--- config.mk ---
export PLATFORM = sky130hd
export DESIGN_NAME = pc_sequencer
export DESIGN_NICKNAME = d
export VERILOG_FILES = /design/src/rtl/hack_pkg.sv /design/src/rtl/jump_cond.sv /design/src/rtl/pc_sequencer.sv
export SDC_FILE = /design/constraint.sdc
export NUM_CORES = 1
export LEC_CHECK = 0
export BUFFER_PORTS_ARGS = -buffer_cell sky130_fd_sc_hd__buf_2
export CAP_MARGIN = 15
export CORE_MARGIN = 2
export CORE_UTILIZATION = 45
export DETAILED_ROUTE_END_ITERATION = 8
export MAX_ROUTING_LAYER = met4
export PLACE_DENSITY_LB_ADDON = 0.15
export SYNTH_ARGS = -nofsm -noshare
export SYNTH_HDL_FRONTEND = slang
export SYNTH_SLANG_ARGS = --single-unit
export TNS_END_PERCENT = 20
--- constraint.sdc ---
create_clock -name clk -period 2.4 [get_ports clk]
set_clock_uncertainty 0.05 [all_clocks]
set_input_delay 0.24 -clock clk [delete_from_list [all_inputs] [get_ports clk]]
set_output_delay 0.24 -clock clk [all_outputs]
set_load 0.05 [all_outputs]
--- src/rtl/hack_pkg.sv ---
// Shared Hack CPU definitions: default widths, jump-bit field positions and
// the program-counter sequencer state encoding.
package hack_pkg;
   localparam int DATA_W = 16;
   localparam int ADDR_W = 15;

   localparam int J_LT = 2;
   localparam int J_EQ = 1;
   localparam int J_GT = 0;

   typedef enum logic [1:0] {
      ST_RST  = 2'd0,
      ST_RUN  = 2'd1,
      ST_HALT = 2'd2
   } state_t;
endpackage

--- src/rtl/jump_cond.sv ---
// Hack jump-condition decode: a C-instruction jumps when any selected
// relation (lt/eq/gt) of the ALU result holds.
module jump_cond
   import hack_pkg::*;
(
   input  logic       i_is_c,
   input  logic [2:0] i_jmp,
   input  logic       i_zr,
   input  logic       i_ng,
   output logic       o_take
);
   logic w_lt;
   logic w_eq;
   logic w_gt;

   assign w_lt   = i_jmp[J_LT] & i_ng;
   assign w_eq   = i_jmp[J_EQ] & i_zr;
   assign w_gt   = i_jmp[J_GT] & ~i_ng & ~i_zr;
   assign o_take = i_is_c & (w_lt | w_eq | w_gt);
endmodule

--- src/rtl/pc_sequencer.sv ---
// Hack program-counter stage: PC register with stall, jump and jump-to-self
// halt handling, plus a saturating retired-instruction counter.
module pc_sequencer
   import hack_pkg::*;
#(
   parameter int DATA_W = hack_pkg::DATA_W,
   parameter int ADDR_W = hack_pkg::ADDR_W,
   parameter int CNT_W  = 32
) (
   input  logic              clk,
   input  logic              reset,
   input  logic [DATA_W-1:0] target,
   input  logic              is_c,
   input  logic [2:0]        jmp,
   input  logic              zr,
   input  logic              ng,
   input  logic              stall,
   output logic [ADDR_W-1:0] pc,
   output logic              pc_valid,
   output logic              jump_taken,
   output logic              halted,
   output logic [CNT_W-1:0]  retired,
   output logic [1:0]        dbg_state
);
   state_t              r_state;
   state_t              w_state_nxt;
   logic [ADDR_W-1:0]   r_pc;
   logic [ADDR_W-1:0]   w_pc_nxt;
   logic                r_jump_taken;
   logic                w_jump_taken_nxt;
   logic [CNT_W-1:0]    r_retired;
   logic [CNT_W-1:0]    w_retired_nxt;
   logic                w_take;
   logic [ADDR_W-1:0]   w_tgt;

   jump_cond u_jump_cond (
      .i_is_c (is_c),
      .i_jmp  (jmp),
      .i_zr   (zr),
      .i_ng   (ng),
      .o_take (w_take)
   );

   assign w_tgt = target[ADDR_W-1:0];

   always_ff @(posedge clk) begin
      if (reset) begin
         r_state      <= ST_RST;
         r_pc         <= '0;
         r_jump_taken <= 1'b0;
         r_retired    <= '0;
      end else begin
         r_state      <= w_state_nxt;
         r_pc         <= w_pc_nxt;
         r_jump_taken <= w_jump_taken_nxt;
         r_retired    <= w_retired_nxt;
      end
   end

   always_comb begin
      w_state_nxt      = r_state;
      w_pc_nxt         = r_pc;
      w_jump_taken_nxt = r_jump_taken;
      w_retired_nxt    = r_retired;
      case (r_state)
         ST_RST: begin
            w_state_nxt = ST_RUN;
         end
         ST_RUN: begin
            if (!stall) begin
               // The jump-to-self instruction still retires before the freeze.
               if (r_retired != {CNT_W{1'b1}}) begin
                  w_retired_nxt = r_retired + CNT_W'(1);
               end
               if (w_take) begin
                  w_pc_nxt         = w_tgt;
                  w_jump_taken_nxt = 1'b1;
                  if (w_tgt == r_pc) begin
                     w_state_nxt = ST_HALT;
                  end
               end else begin
                  w_pc_nxt         = r_pc + ADDR_W'(1);
                  w_jump_taken_nxt = 1'b0;
               end
            end
         end
         ST_HALT: begin
            w_state_nxt = ST_HALT;
         end
         default: begin
            w_state_nxt = ST_RST;
         end
      endcase
   end

   assign pc         = r_pc;
   assign pc_valid   = (r_state == ST_RUN);
   assign halted     = (r_state == ST_HALT);
   assign jump_taken = r_jump_taken;
   assign retired    = r_retired;
   assign dbg_state  = r_state;
endmodule

Yosys cells after proc, flatten, opt, wreduce, memory -nomap -nowiden
Index checks and enable logic that the tools add are counted.
{"block": "word_totals", "word_cells": 33, "in_bits": 25, "regBits": 50, "out_inout_bits": 52}
{"block": "op_classes", "bitwise_logic": 10, "muxes": 6, "add_sub_neg": 2, "reduce_logical": 4, "n_eq_ne": 7}
{"operator": "adder 32 x 1 -> 32 bit (second input constant)", "n": 1}
{"operator": "!= test 32 bit (second input constant)", "n": 1}
{"operator": "adder 15 x 1 -> 15 bit (second input constant)", "n": 1}
{"operator": "== test 15 bit", "n": 1}
{"operator": "two-way mux 15 bit", "n": 1}
{"operator": "two-way mux 2 bit", "n": 3}
{"operator": "one-hot mux 2 bit (3 select lines)", "n": 1}
{"operator": "AND reduction 3 bit", "n": 2}
{"operator": "bitwise AND 1 bit", "n": 5}
{"operator": "!= test 2 x 1 -> 1 bit (second input constant)", "n": 2}
{"operator": "NOT 1 bit", "n": 3}
{"operator": "== test 2 x 1 -> 1 bit (second input constant)", "n": 1}
{"operator": "== test 2 bit (second input constant)", "n": 1}
{"operator": "logical NOT 2 bit", "n": 1}
{"operator": "!= test 2 bit (second input constant)", "n": 1}
{"operator": "OR 1 bit", "n": 2}
{"operator": "AND reduction 2 bit", "n": 1}
{"operator": "two-way mux 1 bit", "n": 1}

Longest topological paths before layout
Gate-level depths: netlist of run 1.
{"block": "logic_depth", "ltp_word": 8, "ltp_mapped": 8, "mapped_depth_nobuf": 7}

Hierarchy
A second synthesis of run 1 with hierarchy kept.
{"block": "hier_totals", "hier_cells": 360, "hier_area_um2": 2950.3}
{"module": "pc_sequencer", "cells_each": 357, "area_per_inst_um2": 2926.6, "n_inst": 1, "seq_area_each_um2": 1001.0}
{"module": "jump_cond", "cells_each": 3, "area_per_inst_um2": 23.8, "n_inst": 1, "seq_area_each_um2": 0.0}

Worst setup path before layout of run 1
No wires, ideal clock.
{"block": "synth_timing", "kind": "register -> register", "startpoint": "reg r_state[0] (netlist: dbg_state[0])", "endpoint": "reg r_retired[30] (netlist: retired[30])", "stages_incl_launch_ff": 7, "path_buffers": 0, "slack_ns": -0.514, "t_arrival_ns": 2.794, "synth_period_minus_slack_ns": 2.914, "setup_time_ns": 0.070, "required_ns": 2.280, "path_cell_list": "dfxtp_1 ha_1 nand4b_1 or4_4 or4_4 or3_1 a21oi_1"}
{"block": "synth_via", "elab_chain_cells": 2}
{"element": "start, declared", "line_no": "pc_sequencer.sv:25", "text": "state_t r_state;"}
{"element": "start signal, assigned", "line_no": "pc_sequencer.sv:53", "text": "r_state <= w_state_nxt;"}
{"element": "== test 2 x 1 -> 1 bit"}
{"element": "named net pc_valid", "line_no": "pc_sequencer.sv:19", "text": "output logic pc_valid,"}
{"element": "AND reduction 3 bit (no line)"}
{"element": "end signal, assigned", "line_no": "pc_sequencer.sv:56", "text": "r_retired <= w_retired_nxt;"}
{"element": "end, declared", "line_no": "pc_sequencer.sv:31", "text": "logic [CNT_W-1:0] r_retired;"}
The timed path passes the listed nets, and every way through them passes these cells.
A chain may end at the register's enable or synchronous reset.

Worst setup path in the final report of run 1
{"block": "layout_timing", "startpoint": "reg r_retired[9] (netlist: retired[9])", "endpoint": "reg r_retired[30] (netlist: retired[30])"}
{"block": "layout_via", "elab_chain_cells": 2, "elab_cells_between_ends": 3, "cone_classes": "add/sub: 1; eq/ne: 1; reduce/logical: 1"}
{"element": "branches (longest 2 deep; another with adder 32 x 1 -> 32 bit)"}
Several ways; the timed one is not identified.

==> results of run 1 <==
## tightest hold or removal path, stage by stage
cell and delay [ns]:
buf_2 0.11, nand2_1 0.05, a311oi_1 0.07
## flip-flops by register name (all words and copies together), names as in the netlist
signal and cells:
retired 32, jump_taken 1, dbg_state 2, pc 15
## power breakdown
part	internal, uW	switching (uW)
combinational	191	408
clock	334	280
sequential	875	60.6
## Yosys cell counts, drive strengths merged (2+ instances only)
cell type / n / share of area
ha: 5 / 0.021
or3: 13 / 0.028
mux2: 3 / 0.011
and4: 4 / 0.012
nor3b: 4 / 0.010
a311oi: 2 / 0.0060
or4: 6 / 0.018
a21oi: 34 / 0.058
a31oi: 4 / 0.0085
a211oi: 4 / 0.010
clkbuf: 20 / 0.026
nor4: 10 / 0.026
xor2: 8 / 0.024
o21a: 5 / 0.013
nor2: 33 / 0.042
nand2: 31 / 0.040
nand2b: 8 / 0.017
nand4: 16 / 0.038
o21ai: 29 / 0.049
nand3: 19 / 0.032
a2111o: 2 / 0.0077
a2111oi: 2 / 0.0060
nor4bb: 2 / 0.0068
and3: 5 / 0.011
inv: 4 / 0.0051
xnor2: 16 / 0.048
nor3: 16 / 0.027
and2: 3 / 0.0064
dfxtp: 50 / 0.34
nor2b: 5 / 0.011
a21o: 2 / 0.0051
## cell type report
cell class / instances / share of cell area
Multi-Input combinational cell: 304 / 0.519
Sequential cell: 50 / 0.284
Timing Repair Buffer: 89 / 0.134
Tap cell: 77 / 0.0269
Clock buffer: 6 / 0.0231
Clock inverter: 1 / 0.00838
Inverter: 4 / 0.00419
## routing by layer
layer / wire length [um] / vias to the layer above / track usage / part of all wire
li1: - / 1546 / - / -
met1: 3500 / 1398 / 0.278 / 0.46
met2: 3590 / 87 / 0.345 / 0.47
met3: 457 / 4 / 0.0418 / 0.060
met4: 55 / 0 / 0.0548 / 0.0072
met5: 0 / - / - / 0
## per-stage QoR
stage / setup TNS [ns] / setup WS, ns / utilization
after floorplan: -0.0498 / -0.0498 / -
after global placement: 0 / 0.240 / 0.546
after detailed placement: 0 / 0.226 / 0.546
after CTS: 0 / 0.195 / 0.564
after global routing: 0 / 0.0455 / 0.564
final: 0 / 0.186 / 0.564
## layout by cell type, fill, tap and decap left out, drive strengths merged, types with 8 or more instances in the layout
master | Yosys | layout
buf | 0 | 89
dfxtp | 50 | 50
a21oi | 34 | 34
nor2 | 33 | 33
nand2 | 31 | 31
o21ai | 29 | 29
nand3 | 19 | 19
nor3 | 16 | 16
xnor2 | 16 | 16
nand4 | 16 | 16
or3 | 13 | 13
nor4 | 10 | 10
nand2b | 8 | 8
xor2 | 8 | 8
## worst paths after layout
check	from	end	cells past startpoint
max	retired[9]$_SDFFE_PP0P_	retired[30]$_SDFFE_PP0P_	5
min	target[1]	pc[1]$_SDFFE_PP0P_	3
max reg2reg	retired[9]$_SDFFE_PP0P_	retired[30]$_SDFFE_PP0P_	5
min reg2reg	jump_taken$_SDFFE_PP0P_	jump_taken$_SDFFE_PP0P_	2
## cell families (layout without fill, tap and decap cells)
kind of cell / after synthesis / after routing / share of synthesized area
and+or+nand+nor: 177 / 177 / 0.331
AOI/OAI and AO/OA: 94 / 94 / 0.190
DFF: 50 / 50 / 0.341
xor gates and xnor gates: 24 / 24 / 0.0715
buffers and inverters: 24 / 100 / 0.0306
adders and majority gates: 5 / 5 / 0.0213
muxes: 4 / 4 / 0.0149
==> flow_metrics.py, run 1 <==
metrics = {
    "floorplan": {
        "fp.dieW_um": 84.8,
        "initial_core_util": 0.463,
        "rows": 29,
        "pin_count": 77,
        "core_area_mm2": 0.00635,
        "die_h_um": 84.8,
        "die_area_mm2": 0.00719,
    },
    "detailed_routing": {
        "vias_per_cell": 5.72,
        "totalWireLength_um": 7600,
        "remaining_drc_errors": 0,
        "detail-route-antenna-nets": 0,
        "drtIter0Drc": 119,
        "routedWlPerCell_um": 14.3,
        "num_vias": 3035,
        "firstDrtPassIters": 7,
    },
    "logic_synthesis": {
        "synth_area_mm2": 0.00294,
        "async_flop_share": 0,
        "synth_ff_type": "dfxtp_1",
        "syn_nets": 408,
        "synth-edff-count": 0,
        "yosys_warnings": 0,
        "synth.ff_latch_count": 50,
        "synth_cell_types": 49,
        "synthesis.instances": 378,
        "seq_area_frac_synth": 0.341,
        "avgSynthCellArea_um2": 7.78,
    },
    "clock_network": {
        "clock_latency_ns": 0.30,
        "htree_levels": 2,
        "path_clk_slew_ns": 0.09,
        "tritoncts": "yes",
        "cts_hold_buf": 0,
        "cts_buffers": 5,
        "root_buffer": "clkbuf_8",
        "cts_num_sinks": 50,
        "cts.repair.resized": 0,
        "clock_path_buffers": 2,
        "cts_setup_buffers": 0,
    },
    "setup_path": {
        "r2r_setup_slack_ns": 0.19,
        "crit_fanout": 8,
        "cp-start-kind": "flop",
        "cp.arrival_ns": 2.40,
        "end_kind": "flop",
        "crit_buf_inv": 0,
        "critPathRequiredTime_ns": 2.58,
        "cp_cell_sequence": "nand4_2, or4_4, or4_4, or3_1, a21oi_1",
        "criticalPathCategory": "flop to flop",
        "path_common_cell": "or4_4",
        "critPathMaxStageDelay_ns": 0.60,
        "cpMaxStageDelayCell": "or4_4",
        "path_delay_family": "simple AND/OR/NAND/NOR gates",
    },
    "sta": {
        "final-setup-viol-count": 0,
        "tightestPinTransition_ns": 0.778,
        "finalMaxSlewViolations": 0,
        "final.min_clock_period_ns": 2.21,
        "finalHoldViolations": 0,
        "clock.fmax_ghz": 0.452,
        "whs_ns": 0.161,
        "finalCritPeriodShare": 0.923,
        "rsz0062_at_grt": "no",
        "maxSlewHeadroom": 0.482,
    },
    "status": {
        "status": "complete, no violations",
    },
    "layout": {
        "area_growth_pct": 21.9,
        "design_area_mm2": 0.00358,
        "seq_area_mm2": 0.00102,
        "fill_cells": 624,
        "diodes": 0,
        "fin_nets": 484,
        "drive_gt1_frac": 0.262,
        "multi_input_area_mm2": 0.00186,
        "instances_no_fill": 531,
    },
    "placement": {
        "place_inst": 524,
        "dpl_cell_area_mm2": 0.00347,
        "port_buffers": 75,
        "gp_congestion": 0.838,
        "hpwlAfterDp_um": 5510,
    },
    "grt": {
        "grt_pass1_vias": 2732,
        "grt_first_pass_wirelength_um": 12500,
        "grt.total_usage": 0.214,
        "grt_max_degree": 44,
        "antenna_found_initial": 0,
        "grt.overflow.total": 0,
    },
    "pwr": {
        "cellLeakagePower_uw": 0.00141,
        "ir_worst_vdd_mv": 0.270,
        "p_total_uw": 2150,
        "power_density_mw_per_mm2": 600,
    },
    "hold_path": {
        "hp-class": "input pin to flop",
    },
    "flow_run": {
        "maxCapViolCount": 0,
    },
}
Power figures use the tool's default switching activity.
==> run 2, diff against run 1 <==
--- a/config.mk
+++ b/config.mk
@@ -7,6 +7,7 @@
 export LEC_CHECK = 0
 export BUFFER_PORTS_ARGS = -buffer_cell sky130_fd_sc_hd__buf_2
 export CAP_MARGIN = 15
+export CORE_ASPECT_RATIO = 1.5
 export CORE_MARGIN = 2
 export CORE_UTILIZATION = 45
 export DETAILED_ROUTE_END_ITERATION = 8
==> flow_metrics.py, run 2 (synthesis gave the netlist of run 1 again) <==
metrics = {
    "status": {
        "status": "complete, no violations",
    },
    "sta": {
        "rsz0062_at_grt": "no",
        "final-setup-viol-count": 0,
        "maxSlewHeadroom": 0.540,
        "whs_ns": 0.159,
        "finalCritPeriodShare": 0.926,
        "final.min_clock_period_ns": 2.22,
        "finalWorstSetupSlack_ns": 0.177,
        "tightestPinTransition_ns": 0.690,
        "clock.fmax_ghz": 0.450,
        "finalHoldViolations": 0,
        "finalMaxSlewViolations": 0,
        "setup-tns-final_ns": 0,
    },
    "layout": {
        "largest_register_ff_count": 32,
        "drive_gt1_frac": 0.259,
        "final_common_cell": "buf_2",
        "final_cell_mix": "75 x buf_2, 37 x dfxtp_1, 34 x a21oi_1",
        "fin_nets": 481,
        "fill_cells": 655,
        "area_growth_pct": 20.6,
        "design_area_mm2": 0.00354,
        "diodes": 0,
    },
    "pwr": {
        "power_density_mw_per_mm2": 580,
        "ir_worst_vdd_mv": 0.321,
        "cellLeakagePower_uw": 0.00139,
        "seqPwrFrac": 0.455,
        "p_sw_uw": 760,
        "p_clk_frac": 0.252,
        "internal_power_uw": 1300,
        "p_comb_frac": 0.293,
        "switching_share": 0.370,
    },
    "setup_path": {
        "critPathMaxStageDelay_ns": 0.47,
        "end_kind": "flop",
        "criticalPathCategory": "flop to flop",
        "critPathRequiredTime_ns": 2.59,
        "cp-start-kind": "flop",
        "r2r_setup_slack_ns": 0.18,
        "cpMaxStageDelayCell": "or4_4",
        "path_common_cell": "or4_4",
        "cp.arrival_ns": 2.41,
        "path_delay_family": "simple AND/OR/NAND/NOR gates",
        "crit_buf_inv": 1,
        "cp_cell_sequence": "inv_1, ha_4, nand4b_1, or4_4, or4_4, or3_1, a21oi_1",
        "crit_fanout": 8,
    },
    "clock_network": {
        "cts_hold_buf": 0,
        "htree_levels": 2,
        "path_clk_slew_ns": 0.09,
        "tritoncts": "yes",
        "clock_latency_ns": 0.30,
        "cts_buffers": 5,
        "cts.repair.resized": 0,
        "clock_path_buffers": 2,
        "cts_num_sinks": 50,
        "cts_setup_buffers": 0,
        "root_buffer": "clkbuf_8",
    },
    "grt": {
        "antenna_found_initial": 0,
        "busiest_layer": "met2",
        "grt_max_degree": 35,
        "grt.overflow.total": 0,
        "grt_pass1_vias": 2780,
        "gr-usage-met1": 0.244,
        "grt_use_met2": 0.426,
        "grt_first_pass_wirelength_um": 12800,
        "grt.total_usage": 0.224,
        "use_met3": 0.0244,
    },
    "floorplan": {
        "core_area_mm2": 0.00640,
        "die_area_mm2": 0.00721,
        "die_h_um": 103,
        "fp.dieW_um": 70.0,
        "pin_count": 77,
        "initial_core_util": 0.460,
        "rows": 36,
    },
    "placement": {
        "dpl_cell_area_mm2": 0.00345,
        "hpwlAfterDp_um": 5750,
        "port_buffers": 75,
        "gp_congestion": 0.847,
        "place_ws_ns": 0.193,
    },
    "detailed_routing": {
        "detail-route-antenna-nets": 0,
        "totalWireLength_um": 7700,
        "drtIter0Drc": 141,
        "vias_per_cell": 5.76,
        "routedWlPerCell_um": 14.6,
        "num_vias": 3040,
        "remaining_drc_errors": 0,
        "firstDrtPassIters": 5,
    },
    "flow_run": {
        "maxCapViolCount": 0,
    },
    "hold_path": {
        "hp-class": "input pin to flop",
    },
}
==> run 2: cell types whose count changed in the layout (fill, tap and decap cells not counted) <==
cell	change
buf_4	-3
bufinv_16	-1
clkbuf_1	+1
clkinv_2	+1
nor4_1	-1
nor4_2	+1
==> run 2: path summary, 6_finish.rpt <==
check                            startpoint                       end  cells past startpoint
hold / removal                    target[1]        pc[1]$_SDFFE_PP0P_                      3
setup reg to reg  dbg_state[1]$_SDFFE_PP0P_  retired[30]$_SDFFE_PP0P_                      7
setup / recovery  dbg_state[1]$_SDFFE_PP0P_  retired[30]$_SDFFE_PP0P_                      7
hold reg to reg     jump_taken$_SDFFE_PP0P_   jump_taken$_SDFFE_PP0P_                      2
==> run 2: worst min-delay path: stages <==
cell	delay [ns]
buf_2	0.11
nand2_1	0.05
a311oi_1	0.07
==> run 2: per-layer routing <==
layer / wire length (um) / vias to the layer above / part of all wire
met5: 0 / - / 0
met4: 114 / 0 / 0.015
met3: 235 / 8 / 0.031
met2: 4110 / 66 / 0.53
met1: 3240 / 1433 / 0.42
li1: - / 1533 / -
==> run 2: area by class of cell <==
class / count / area [um^2] / area share
clock inverter: 1 / 5.00 / 0.00141
tap: 76 / 95.1 / 0.0268
clock buffer: 7 / 86.3 / 0.0244
sequential: 50 / 1020 / 0.287
inverter: 4 / 15.0 / 0.00424
multi-input combinational: 304 / 1870 / 0.527
timing repair buffer: 86 / 458 / 0.129
==> run 2: stage by stage <==
stage	total power, uW	cells	utilization
6_report	2060	528	0.554
5_1_grt	2160	528	0.554
4_1_cts	2080	528	0.553
3_5_place_dp	1560	520	0.539
3_3_place_gp	1550	520	0.539
2_1_floorplan	1400	378	-
==> run 2: power by group through the flow <==
stage               registers, uW  logic [uW]  clock network (uW)
floorplan                    1090         308                   0
global placement              953         595                   0
detailed placement            956         603                   0
CTS                           936         607                 534
global route                  947         650                 563
finish                        935         603                 517
